<file path="src/rtl/cp0_interrupt_unit.sv">
// Purpose : CP0 Status/Cause/EPC registers, interrupt-take decision and ERET return.
// Latency : TakenInterrupt and rd_data are combinational; register updates land on the next rising edge.
// Backpressure: none; strobes (MTC0, ERET) and irq levels are sampled every cycle.
//
// Ports:
//   clock, reset            - system clock, asynchronous active-low reset
//   irq[7:0]                - level interrupt requests (irq[7] = TimerInterrupt)
//   regnum, wr_data, MTC0   - CP0 register select / write data / write strobe
//   ERET                    - return-from-exception strobe
//   next_pc[29:0]           - word address to resume at if an interrupt is taken
//   rd_data[31:0]           - MFC0 read data for regnum
//   EPC[29:0]               - saved return word address
//   TakenInterrupt          - redirect PC to the handler this cycle
module cp0_interrupt_unit #(
  parameter logic [31:0] STATUS_RESET = 32'h0000_0000,
  parameter logic [29:0] EPC_RESET    = 30'h0
) (
  input  logic        clock,
  input  logic        reset,
  input  logic [7:0]  irq,
  input  logic [4:0]  regnum,
  input  logic [31:0] wr_data,
  input  logic        MTC0,
  input  logic        ERET,
  input  logic [29:0] next_pc,
  output logic [31:0] rd_data,
  output logic [29:0] EPC,
  output logic        TakenInterrupt
);

  localparam logic [4:0] REG_STATUS = 5'd12;
  localparam logic [4:0] REG_CAUSE  = 5'd13;
  localparam logic [4:0] REG_EPC    = 5'd14;

  // The EXL bit is the whole state machine: USER runs normally, HANDLER blocks interrupts.
  localparam logic [0:0] ST_USER    = 1'b0;
  localparam logic [0:0] ST_HANDLER = 1'b1;

  logic [7:0]  im_q,    im_d;
  logic        ie_q,    ie_d;
  logic [0:0]  state_q, state_d;
  logic [29:0] epc_q,   epc_d;

  logic wr_status;
  logic wr_epc;
  logic take;

  assign wr_status = MTC0 && (regnum == REG_STATUS);
  assign wr_epc    = MTC0 && (regnum == REG_EPC);

  // Gated by reset so the redirect is held low for the whole reset window,
  // even if STATUS_RESET enables interrupts.
  assign take = reset && (|(irq & im_q)) && ie_q && (state_q == ST_USER);

  assign TakenInterrupt = take;
  assign EPC            = epc_q;

  always_comb begin
    im_d    = im_q;
    ie_d    = ie_q;
    state_d = state_q;
    epc_d   = epc_q;

    if (wr_status) begin
      im_d    = wr_data[15:8];
      ie_d    = wr_data[0];
      state_d = wr_data[1];
    end

    if (wr_epc) begin
      epc_d = wr_data[31:2];
    end

    // ERET in HANDLER beats a software write of EXL on the same edge.
    if (ERET && (state_q == ST_HANDLER)) begin
      state_d = ST_USER;
    end

    // A taken interrupt has the final say on EXL and EPC.
    if (take) begin
      state_d = ST_HANDLER;
      epc_d   = next_pc;
    end
  end

  always_ff @(posedge clock or negedge reset) begin
    if (!reset) begin
      im_q    <= STATUS_RESET[15:8];
      ie_q    <= STATUS_RESET[0];
      state_q <= STATUS_RESET[1];
      epc_q   <= EPC_RESET;
    end else begin
      im_q    <= im_d;
      ie_q    <= ie_d;
      state_q <= state_d;
      epc_q   <= epc_d;
    end
  end

  // Cause reflects the live irq lines, so reads track irq within the cycle.
  always_comb begin
    rd_data = 32'h0;
    case (regnum)
      REG_STATUS: rd_data = {16'h0, im_q, 6'h0, state_q, ie_q};
      REG_CAUSE:  rd_data = {16'h0, irq, 8'h0};
      REG_EPC:    rd_data = {epc_q, 2'b00};
      default:    rd_data = 32'h0;
    endcase
  end

endmodule

</file>
<file path="config.mk">
export PLATFORM = sky130hd
export DESIGN_NAME = cp0_interrupt_unit
export DESIGN_NICKNAME = d
export VERILOG_FILES = /design/src/rtl/cp0_interrupt_unit.sv
export SDC_FILE = /design/constraint.sdc
export NUM_CORES = 1
export LEC_CHECK = 0
export BUFFER_PORTS_ARGS = -buffer_cell sky130_fd_sc_hd__buf_2
export CAP_MARGIN = 10
export CORE_UTILIZATION = 47
export CTS_CLUSTER_DIAMETER = 100
export DETAILED_ROUTE_END_ITERATION = 10
export HOLD_SLACK_MARGIN = 0.02
export PLACE_DENSITY = 0.89
export SKIP_LAST_GASP = 1
export SLEW_MARGIN = 20
export SYNTH_ARGS = -nofsm -noshare
export SYNTH_HDL_FRONTEND = slang
export SYNTH_SLANG_ARGS = --single-unit
</file>
<file path="constraint.sdc">
create_clock -name clock -period 3.2 [get_ports clock]
set_input_delay 0.8 -clock clock [delete_from_list [all_inputs] [get_ports clock]]
set_output_delay 0.8 -clock clock [all_outputs]
set_load 0.03 [all_outputs]
</file>
* Yosys cells after proc, flatten, opt, wreduce, memory -nomap -nowiden
Cells that the tools add are included.
W data, S select, Z words.
** Word-level totals
- Register bits :: 40
- Bits of input ports :: 79
- Output and inout bits :: 63
- Logic and storage cells :: 24
** Operators by class
- Eq/ne operators :: 3
- Mux-type cells :: 6
- Bitwise gates (word level) :: 2
- Reduce and logical (&&, ||, !) cells :: 9
** Operators with widths (count)
- $pmux W32 S3 :: 1
- $mux W30 :: 2
- $eq A5 B4 Y1 const B :: 3
- $and A8 B8 Y8 :: 1
- $reduce_or A8 Y1 :: 1
- $logic_and A1 B1 Y1 :: 6
- $mux W1 :: 3
- $reduce_bool A3 Y1 :: 1
- $reduce_bool A2 Y1 :: 1
- $not A1 Y1 :: 1

* Longest topological paths before layout
- Depth in word-level cells :: 6
- Mapped depth :: 6
- Mapped depth without buffers :: 4

* Worst setup path after synthesis
Ideal clock, no wire load.
- Path type :: in2out
- Start :: input regnum[4]
- End :: output rd_data[10]
- Arrival time :: 2.083 ns
- Data required time :: 2.400 ns
- Path slack :: 0.317 ns
- Stages :: 5
- Path buffers :: 2
- Cells stage by stage :: and4bb_2 buf_2 buf_1 nand2_1 a21oi_1
** Between the ends
- Word-level cells in the longest chain between the ends :: 2
- Elaborated cells between the ends (all ways) :: 4
- Those cells by class :: eq/ne (3); mux (1)
** Ends and longest elaborated chain
- start: declaration :: RTL line 21 : input logic [4:0] regnum,
- $eq A5 B4 Y1 :: RTL line 103 : case (regnum)
- $pmux W32 S3 * :: RTL line 103
- end: declaration :: RTL line 26 : output logic [31:0] rd_data,
Mark *: on every way between the ends. The rest lies on a longest branch, timed or not.

* Final worst setup path
- Start :: input regnum[4]
- End :: output rd_data[13]
Same word-level chain as after synthesis.

==> qor.csv <==
stage,metric,value,unit
cells_and_area,Synth-to-Final Area Change,33.0,%
cells_and_area,# diodes,0,
global_route,grt ovf,0,
synthesis,syn_area_per_cell,12.9,um^2
power,leakage power,1.71,nW
sta,RSZ-0062 raised after global routing,false,
clocking,cts repair resizes,0,
min_path,hold crit path type,flip-flop to flip-flop,
clocking,clock-pin slew on the worst setup and hold paths,0.07,ns
global_route,largest net degree at the start of global routing,41,
sta,actual slew at the worst max-slew pin,0.512,ns
cells_and_area,NumNets Final,406,
cells_and_area,layout cells sized above 1,0.685,
sta,final worst slack,0.433,ns
clocking,setup bufs post-CTS,0,
power,Tot Pwr,0.00249,W
clocking,cts bufs inserted,5,
sta,setup TNS,0,ns
synthesis,fraction of registers with async set/reset,1.00,
global_route,M2 GR Usage,0.382,
sta,hold_ws,0.546,ns
drt,Routed wire per std cell,14.8,um
synthesis,ys flop type,dfrtp_1,
critical_path,kind of critical path,input pin to output port,
floorplan,core area,4850,um^2
sta,Setup Skew,0.00803,ns
synthesis,Synth top area share,0.413,
synthesis,Syn Inst Count,187,
floorplan,Die Ht,73.8,um
synthesis,Yosys top cell by area,dfrtp_1,
clocking,CTS HTree Levels,2,
drt,WL final,5820,um
global_route,initial antenna violation count,0,
global_route,GRT met3 Usage,0.0453,
run_status,status,"complete, no violations",
clocking,CTS tree,yes,
synthesis,synth top area cells,"dfrtp_1 (41%), mux2_4 (19%), mux2_2 (18%)",
cells_and_area,FILL cells,371,
clocking,# clock sinks,40,
drt,Pre-antenna DRT Iters,4,
sta,fmax,0.361,GHz
critical_path,worst endpoint required time,2.40,ns
drt,Starting DRT DRC Count,54,
drt,Remaining DRCs,0,
clocking,Hold Buf Count CTS,0,
sta,endpoints failing hold,0,
floorplan,Die X-Extent,73.8,um
clocking,Root Buffer,clkbuf_8,
critical_path,Crit Path Max Fanout,19,
global_route,number of global-route vias before repair,1910,
synthesis,sequential fraction of the synthesis area,0.413,
critical_path,Critical Path AT,1.97,ns
critical_path,CP endpoint kind,output port,
run,max cap viols,0,
placed_design,dpl ws,0.446,ns
sta,Final min period,2.77,ns
drt,vias post-DR,2001,
global_route,GRT met1 Usage,0.237,
global_route,layer with the highest usage,met2,
global_route,wire length of the first global-routing pass,8730,um
clocking,Max clock buf depth,2,
sta,Tcrit/Tclk final,0.865,
synthesis,Synth cell types,23,
cells_and_area,Multi-input gate area,1300,um^2
synthesis,post-synthesis sequential element count,40,
synthesis,Syn. warnings,0,
placed_design,Buffers on Ports,141,
clocking,Clock Latency Late Sink,0.28,ns
power,pwr/cell area,774,nW/um^2
sta,Pins Over Slew Limit,0,
power,VDD IR max,538,uV
synthesis,Post-synth EDFFs,0,
floorplan,Starting Density,0.499,
floorplan,die area,5440,um^2
floorplan,row count,25,
placed_design,DP Wirelength,4530,um
sta,Max-slew headroom,0.658,
placed_design,Final Wtd Congestion,0.874,
synthesis,Synth top cells by count,"dfrtp_1 (40), mux2_2 (38), mux2_4 (31), and2_1 (22), nand2_1 (9)",
floorplan,IO Pins,142,
drt,DR vias/cell,5.08,
global_route,GRT Util Overall,0.213,
synthesis,net count of the mapped netlist,266,
synthesis,top-count cell post-synth,dfrtp_1,
critical_path,CP startpoint kind,input pin,
sta,final setup fails,0,
cells_and_area,register area,1000,um^2
drt,Post-DRT Antenna Nets,0,
synthesis,Netlist Area Pre-Place,2420,um^2
## cell families (layout without fill, tap and decap cells)
group / count (synthesis) / after routing / share of synthesized area
simple gates: 41 / 41 / 0.107
flops: 40 / 40 / 0.413
compound gates: 22 / 22 / 0.0620
buf+inv: 15 / 155 / 0.0486
mux: 69 / 69 / 0.369
## metrics by stage
stage	utilization	cell area, um^2	std cells
2_1_floorplan	-	2420	187
3_3_place_gp	0.648	3140	387
3_5_place_dp	0.648	3140	387
4_1_cts	0.664	3220	394
5_1_grt	0.664	3220	394
6_report	0.664	3220	394
## report_power, final
part | total (W) | switching (W) | internal (W)
combinational | 0.00128 | 0.000671 | 0.000611
sequential | 0.000904 | 0.000177 | 0.000728
clock | 0.000304 | 0.000156 | 0.000148
total | 0.00249 | 0.00100 | 0.00149
## layer usage
layer  routed length, um  part of all wire
met1                2260              0.39
met2                3150              0.54
met3                 277             0.048
met4                 141             0.024
met5                   0                 0
## flip-flops by register name (all words and copies together) (netlist names)
name / count
state_q: 1
EPC: 30
im_q: 8
ie_q: 1
## worst paths after layout
kind                                startpoint                  end  slack (ns)  cells past startpoint
min in group asynchronous                reset  im_q[4]$_DFFE_PN0P_        0.60                      2
min                           ie_q$_DFFE_PN0P_     ie_q$_DFFE_PN0P_        0.55                      1
max reg2reg                im_q[3]$_DFFE_PN0P_  EPC[13]$_DFFE_PN0P_        1.44                      5
max                                  regnum[4]          rd_data[13]        0.43                      5
min reg2reg                   ie_q$_DFFE_PN0P_     ie_q$_DFFE_PN0P_        0.55                      1
max in group asynchronous                reset  EPC[12]$_DFFE_PN0P_        2.23                      2
## critical path: stages
cell	delay [ns]
buf_2	0.10
and4bb_2	0.52
a221oi_1	0.15
a21oi_1	0.17
buf_2	0.22
## final cells by class
cell class              instances  area share
multi-input cells             132       0.405
flip-flops and latches         40       0.311
repair buffers                147       0.233
well taps                      67      0.0260
clock buffers                   6      0.0225
clock inverters                 1     0.00155
inverters                       1     0.00117
## cells in the final DEF (no fill, tap or decap), types with 2 or more instances in the layout
cell	count
nor2b_1	2
buf_2	141
a221oi_1	8
o21ai_0	2
a21oi_1	8
mux2_4	31
and2_1	22
dfrtp_1	40
clkbuf_8	5
mux2_2	38
a22oi_1	4
and3b_1	2
nand2_1	9
buf_4	6
(Power assumes the default switching activity.)
